File: config.mk
export PLATFORM = sky130hd
export DESIGN_NAME = rtc_bus_writer_flat
export DESIGN_NICKNAME = d
export VERILOG_FILES = /design/src/rtl/rtc_bus_writer_if.sv /design/src/rtl/rtc_bus_writer.sv /design/src/flat_wrapper.sv
export SDC_FILE = /design/constraint.sdc
export NUM_CORES = 1
export LEC_CHECK = 0
export BUFFER_PORTS_ARGS = -buffer_cell sky130_fd_sc_hd__clkbuf_2
export CAP_MARGIN = 20
export CORE_MARGIN = 2
export CORE_UTILIZATION = 50
export CTS_BUF_LIST = sky130_fd_sc_hd__clkbuf_16
export CTS_CLUSTER_DIAMETER = 150
export DETAILED_ROUTE_END_ITERATION = 16
export GPL_ROUTABILITY_DRIVEN = 0
export GPL_TIMING_DRIVEN = 0
export HOLD_SLACK_MARGIN = 0.1
export PLACE_DENSITY = 0.75
export SETUP_SLACK_MARGIN = 0.02
export SYNTH_ARGS = -nofsm -noshare
export SYNTH_HDL_FRONTEND = slang
export SYNTH_SLANG_ARGS = --single-unit
File: constraint.sdc
create_clock -name clk -period 2.3 [get_ports clk]
set_clock_uncertainty 0.05 [all_clocks]
set_input_delay 0.69 -clock clk [delete_from_list [all_inputs] [get_ports clk]]
set_output_delay 0.69 -clock clk [all_outputs]
set_load 0.01 [all_outputs]
File: src/rtl/rtc_bus_writer_if.sv
// Transaction request/response and RTC multiplexed AD-bus signals for rtc_bus_writer.
// The master side issues requests and models the RTC pins; the slave side is the writer.
interface rtc_bus_writer_if;
  logic       start;
  logic       rw;
  logic [7:0] addr;
  logic [7:0] wdata;
  logic       busy;
  logic       done;
  logic [7:0] rdata;
  logic [7:0] ad_out;
  logic       ad_oe;
  logic [7:0] ad_in;
  logic       ad_sel;
  logic       cs_n;
  logic       rd_n;
  logic       wr_n;

  modport master (
    output start, rw, addr, wdata, ad_in,
    input  busy, done, rdata, ad_out, ad_oe, ad_sel, cs_n, rd_n, wr_n
  );

  modport slave (
    input  start, rw, addr, wdata, ad_in,
    output busy, done, rdata, ad_out, ad_oe, ad_sel, cs_n, rd_n, wr_n
  );
endinterface

File: src/rtl/rtc_bus_writer.sv
// Drives one address/data transaction onto the RTC's multiplexed AD bus with
// cycle-timed setup/pulse/hold phases; every bus output is a flop.
module rtc_bus_writer #(
  parameter int T_SETUP = 2,
  parameter int T_PULSE = 4,
  parameter int T_HOLD  = 2,
  parameter int T_GAP   = 3
) (
  input  logic           clk,
  input  logic           reset,
  rtc_bus_writer_if.slave bus
);

  typedef enum logic [3:0] {
    S_IDLE, S_A_SETUP, S_A_PULSE, S_A_HOLD, S_GAP,
    S_D_SETUP, S_D_PULSE, S_D_HOLD, S_DONE
  } state_e;

  typedef struct packed {
    logic       busy;
    logic       done;
    logic       cs_n;
    logic       rd_n;
    logic       wr_n;
    logic       ad_sel;
    logic       ad_oe;
    logic [7:0] ad_out;
  } bus_out_t;

  localparam bus_out_t IDLE_OUT = '{busy: 1'b0, done: 1'b0, cs_n: 1'b1, rd_n: 1'b1,
                                    wr_n: 1'b1, ad_sel: 1'b0, ad_oe: 1'b0, ad_out: 8'h00};

  state_e     state_q, state_d;
  logic [7:0] cnt_q, cnt_d;
  logic [7:0] addr_q, addr_d;
  logic [7:0] wdata_q, wdata_d;
  logic       rw_q, rw_d;
  logic [7:0] rdata_q, rdata_d;
  bus_out_t   out_q, out_d;

  // Counter reload value for a timed state: it counts down to 0 and the state exits on 0.
  function automatic logic [7:0] load_of(state_e s);
    case (s)
      S_A_SETUP, S_D_SETUP: load_of = 8'(T_SETUP - 1);
      S_A_PULSE, S_D_PULSE: load_of = 8'(T_PULSE - 1);
      S_A_HOLD,  S_D_HOLD:  load_of = 8'(T_HOLD - 1);
      S_GAP:                load_of = 8'(T_GAP - 1);
      default:              load_of = 8'h00;
    endcase
  endfunction

  function automatic state_e next_of(state_e s);
    case (s)
      S_A_SETUP: next_of = S_A_PULSE;
      S_A_PULSE: next_of = S_A_HOLD;
      S_A_HOLD:  next_of = S_GAP;
      S_GAP:     next_of = S_D_SETUP;
      S_D_SETUP: next_of = S_D_PULSE;
      S_D_PULSE: next_of = S_D_HOLD;
      S_D_HOLD:  next_of = S_DONE;
      default:   next_of = S_IDLE;
    endcase
  endfunction

  // NOTE: every signal assigned in always_comb gets a default first, so no path infers a latch.
  always_comb begin
    state_d = state_q;
    cnt_d   = cnt_q;
    addr_d  = addr_q;
    wdata_d = wdata_q;
    rw_d    = rw_q;
    rdata_d = rdata_q;

    case (state_q)
      S_IDLE: begin
        if (bus.start) begin
          state_d = S_A_SETUP;
          cnt_d   = load_of(S_A_SETUP);
          addr_d  = bus.addr;
          wdata_d = bus.wdata;
          rw_d    = bus.rw;
        end
      end
      S_DONE: begin
        state_d = S_IDLE;
        cnt_d   = 8'h00;
      end
      default: begin
        if (cnt_q == 8'h00) begin
          state_d = next_of(state_q);
          cnt_d   = load_of(next_of(state_q));
          // The read strobe is still low at this edge, so the RTC's data is valid on ad_in.
          if (state_q == S_D_PULSE && rw_q) rdata_d = bus.ad_in;
        end else begin
          cnt_d = cnt_q - 8'h01;
        end
      end
    endcase

    // Outputs are decoded from the state being entered, then registered.
    out_d      = IDLE_OUT;
    out_d.busy = (state_d != S_IDLE);
    case (state_d)
      S_A_SETUP, S_A_PULSE, S_A_HOLD: begin
        out_d.cs_n   = 1'b0;
        out_d.ad_oe  = 1'b1;
        out_d.ad_out = addr_d;
        out_d.wr_n   = (state_d != S_A_PULSE);
      end
      S_D_SETUP, S_D_PULSE, S_D_HOLD: begin
        out_d.cs_n   = 1'b0;
        out_d.ad_sel = 1'b1;
        out_d.ad_oe  = ~rw_d;
        out_d.ad_out = rw_d ? 8'h00 : wdata_d;
        out_d.wr_n   = ~(state_d == S_D_PULSE && !rw_d);
        out_d.rd_n   = ~(state_d == S_D_PULSE && rw_d);
      end
      S_DONE:  out_d.done = 1'b1;
      default: ;
    endcase
  end

  // NOTE: state flops use non-blocking assignments so all registers update together at the edge.
  always_ff @(posedge clk or posedge reset) begin
    if (reset) begin
      state_q <= S_IDLE;
      cnt_q   <= 8'h00;
      addr_q  <= 8'h00;
      wdata_q <= 8'h00;
      rw_q    <= 1'b0;
      rdata_q <= 8'h00;
      out_q   <= IDLE_OUT;
    end else begin
      state_q <= state_d;
      cnt_q   <= cnt_d;
      addr_q  <= addr_d;
      wdata_q <= wdata_d;
      rw_q    <= rw_d;
      rdata_q <= rdata_d;
      out_q   <= out_d;
    end
  end

  assign bus.busy   = out_q.busy;
  assign bus.done   = out_q.done;
  assign bus.cs_n   = out_q.cs_n;
  assign bus.rd_n   = out_q.rd_n;
  assign bus.wr_n   = out_q.wr_n;
  assign bus.ad_sel = out_q.ad_sel;
  assign bus.ad_oe  = out_q.ad_oe;
  assign bus.ad_out = out_q.ad_out;
  assign bus.rdata  = rdata_q;

endmodule

File: src/flat_wrapper.sv
// flat-port wrapper written by rule: the top's interface ports become plain ports
module rtc_bus_writer_flat 
#(
  parameter int T_SETUP = 2,
  parameter int T_PULSE = 4,
  parameter int T_HOLD  = 2,
  parameter int T_GAP   = 3
)
  (clk, reset, bus_start, bus_rw, bus_addr, bus_wdata, bus_ad_in, bus_busy, bus_done, bus_rdata, bus_ad_out, bus_ad_oe, bus_ad_sel, bus_cs_n, bus_rd_n, bus_wr_n);
  rtc_bus_writer_if bus_i ();
  input  logic clk;
  input  logic reset;
  input wire logic [$bits(bus_i.start)-1:0] bus_start;
  input wire logic [$bits(bus_i.rw)-1:0] bus_rw;
  input wire logic [$bits(bus_i.addr)-1:0] bus_addr;
  input wire logic [$bits(bus_i.wdata)-1:0] bus_wdata;
  input wire logic [$bits(bus_i.ad_in)-1:0] bus_ad_in;
  output wire logic [$bits(bus_i.busy)-1:0] bus_busy;
  output wire logic [$bits(bus_i.done)-1:0] bus_done;
  output wire logic [$bits(bus_i.rdata)-1:0] bus_rdata;
  output wire logic [$bits(bus_i.ad_out)-1:0] bus_ad_out;
  output wire logic [$bits(bus_i.ad_oe)-1:0] bus_ad_oe;
  output wire logic [$bits(bus_i.ad_sel)-1:0] bus_ad_sel;
  output wire logic [$bits(bus_i.cs_n)-1:0] bus_cs_n;
  output wire logic [$bits(bus_i.rd_n)-1:0] bus_rd_n;
  output wire logic [$bits(bus_i.wr_n)-1:0] bus_wr_n;
  assign bus_i.start = bus_start;
  assign bus_i.rw = bus_rw;
  assign bus_i.addr = bus_addr;
  assign bus_i.wdata = bus_wdata;
  assign bus_i.ad_in = bus_ad_in;
  assign bus_busy = bus_i.busy;
  assign bus_done = bus_i.done;
  assign bus_rdata = bus_i.rdata;
  assign bus_ad_out = bus_i.ad_out;
  assign bus_ad_oe = bus_i.ad_oe;
  assign bus_ad_sel = bus_i.ad_sel;
  assign bus_cs_n = bus_i.cs_n;
  assign bus_rd_n = bus_i.rd_n;
  assign bus_wr_n = bus_i.wr_n;
  rtc_bus_writer #(.T_SETUP(T_SETUP), .T_PULSE(T_PULSE), .T_HOLD(T_HOLD), .T_GAP(T_GAP)) u_core (.clk(clk), .reset(reset), .bus(bus_i));
endmodule
==> impl_metrics.tcl <==
set metrics [dict create \
    synth_top_cells_by_area "dfrtp_1 (52%), mux2_4 (5.1%), mux2_2 (4.7%)" \
    antenna-diode-count 0 \
    worst_slew_pin_slew_ps 492 \
    arrival_ps 2310 \
    power.net_switching_mw 1.34 \
    path_max_fanout 7 \
    power_frac_seq_pct 38.4 \
    tritoncts "done" \
    drt-vias-per-instance 5.43 \
    first_iter_violations 77 \
    cellPowerDensity_nw_per_um2 1310 \
    num-nets-final 290 \
    detail_route.wl_per_cell_um 14.8 \
    die_x_um 72.9 \
    relSlewSlack_pct 66.8 \
    worstSetupStartpointType "register" \
    netlist.area_leader.share_pct 51.7 \
    highest-signal-layer "met4" \
    clock_path_buffers 2 \
    final_worst_path_period_share_pct 94.6 \
    setup.worst_path.end_class "register" \
    drt-met1-wl_mm 2.16 \
    maxCapViolations 0 \
    fp.dieH_um 72.9 \
    final-setup-viol-count 0 \
    post_cts_hold_buffer_count 0 \
    syn-num-nets 232 \
    place.detailed.hpwl_mm 3.17 \
    p_leak_nw 1.43 \
    met2RoutedLength_mm 2.20 \
    final_design_area_excluding_fillers_sq_um 2900 \
    setup_total_negative_slack_ps 0 \
    synth_cells 202 \
    run_status "complete, no violations" \
    gr-total-overflow 0 \
    min-delay-path-class "primary input to async pin" \
    asyncSetResetFlopFracSynth_pct 100 \
    synth.cell_area_sq_um 2370 \
    seq_area_frac_synth_pct 55.0 \
    clock_sinks 52 \
    postSynth.topFlopCell "dfrtp_1" \
    postPlaceCellArea_sq_um 2710 \
    post-layout-total-power_mw 3.80 \
    detailroute.via_count 1709 \
    power.share.switching_pct 35.3 \
    critical_path_class "register to register" \
    hold_violations 0 \
    netlist.top_cell.by_area "dfrtp_1" \
    drt-pass1-iter-count 4 \
    power.clock.fraction_pct 22.0 \
    die_ar_sq_um 5310 \
    grt_setup_unrepaired "false" \
    met3_length_um 235 \
    grt_pass1_vias 1603 \
    internal_power_mw 2.46 \
    finalWorstPathRequiredPeriod_ps 2180 \
    synthToLayoutAreaGrowth_pct 22.1 \
    core_area_sq_um 4660 \
    post_route_cells_drive_above_1_share_pct 36.0 \
    cts.reportedPaths.clkPinSlew_ps 70 \
    row_count 25 \
    comb_power_share_pct 39.6 \
    mostFrequentLayoutCells "clkbuf_2 (49), dfrtp_1 (49), nor2_1 (17)" \
    place.port_buffers 49 \
    floorplan.initialDensity_pct 50.9 \
    max_clock_freq_mhz 459 \
    clock-root-buffer "clkbuf_16" \
    synth_edf_count 0 \
    initial_antenna_violation_count 0 \
    tritoncts.num_buffers 5 \
    grt_util_all_layers_pct 18.4 \
    netlist-cell-type-count 35 \
    crit_required_ps 2440 \
    final-max-slew-violation-count 0 \
    yosys_register_bits 52 \
    synth.avg_cell_area_sq_um 11.8 \
    hold_slack_ps 267 \
    ir_worst_vdd_mv 0.520 \
    clk_latency_ps 290 \
    grt_pass1_wl_mm 7.53 \
    wirelength_mm 4.66 \
    antenna_violating_nets_left 0 \
    top_level_i_o_count 51 \
    synth.yosys.warnings 0 \
    drc_viols 0 \
    grt_max_degree 42 \
    ctsHtreeMaxLevel 2 \
    fill_cells 386 \
    finalCoreUtilization_pct 62.2 \
]
-- registers in the layout, indices dropped and copies added (netlist names), 4 cells and up --
signal	count
u_core.bus.rdata	8
u_core.state_q	4
u_core.cnt_q	8
u_core.wdata_q	8
u_core.bus.ad_out	8
u_core.addr_q	8
-- path summary, 6_finish.rpt --
check | cells after the start | slack, ps | start | end
worst max-delay path | 7 | 120 | u_core.cnt_q[2]$_DFFE_PP0P_ | u_core.bus.ad_out[5]$_DFF_PP0_
worst min-delay path | 2 | 270 | reset | u_core.state_q[3]$_DFF_PP0_
worst max register to register | 7 | 120 | u_core.cnt_q[2]$_DFFE_PP0P_ | u_core.bus.ad_out[5]$_DFF_PP0_
worst min register to register | 2 | 440 | u_core.addr_q[7]$_DFF_PP0_ | u_core.addr_q[7]$_DFF_PP0_
max in group asynchronous | 3 | 1380 | reset | u_core.bus.cs_n$_DFF_PP1_
min in group clk | 2 | 440 | u_core.addr_q[7]$_DFF_PP0_ | u_core.addr_q[7]$_DFF_PP0_
-- layer usage --
| metal | up-vias | GRT usage [%] |
|---|---|---|
| met5 | - | 0 |
| met4 | 0 | 4.32 |
| met3 | 5 | 4.56 |
| met2 | 48 | 29.5 |
| met1 | 823 | 25.2 |
| li1 | 833 | - |
-- synthesized netlist by cell type (all sizes together) (5+ instances only) --
master / number
inv: 13
dfrtp: 49
xor2: 5
o21ai: 5
mux2: 18
nand2: 9
nor3b: 10
nand3: 5
a21oi: 5
mux2i: 9
buf: 10
a311oi: 8
nor2: 18
a211oi: 9
-- final cells by class --
type,count,area [sq um],area share (%)
clock buffers,5,125,4.32
repair buffers,51,273,9.41
plain buffers,13,71.3,2.46
flip-flops and latches,52,1310,45.0
well taps,54,67.6,2.33
clock inverters,3,42.5,1.47
multi-input cells,123,961,33.2
inverters,14,52.6,1.81
-- cell families after synthesis --
group	count (synthesis)	share of synthesized area, %
multiplexers	27	13.8
AO/OA/AOI/OAI	35	10.8
XOR/XNOR	6	2.21
adder cells (fa/ha/maj)	2	1.05
flip-flops	52	55.0
buffers and inverters	27	5.01
AND/OR/NAND/NOR	53	12.2
-- stage by stage --
stage | instances | setup WS (ps)
floorplan | 202 | 300
global placement | 305 | -276
detailed placement | 306 | -100
CTS | 314 | 27.3
global route | 315 | 30.3
finish | 315 | 124
-- critical path, stage by stage (launching register included) --
cell and delay (ps):
dfrtp_1 450, nor4_4 360, and3_1 200, buf_2 190, mux2i_4 300, buf_4 200, a311oi_1 60, a211oi_1 260
-- timing repair --
item,in CTS,in global routing
buffers inserted,0,1
setup endpoints to repair,11,9
gates resized for setup,1,4
cloned,0,0
-- power by group through the flow --
stage,registers [mW],clock network (mW),logic (mW)
floorplan,1.50,0,1.01
global placement,1.45,0,1.41
detailed placement,1.47,0,1.45
CTS,1.46,0.848,1.48
global route,1.50,0.888,1.68
finish,1.46,0.835,1.50
Power figures use the tool's default switching activity.
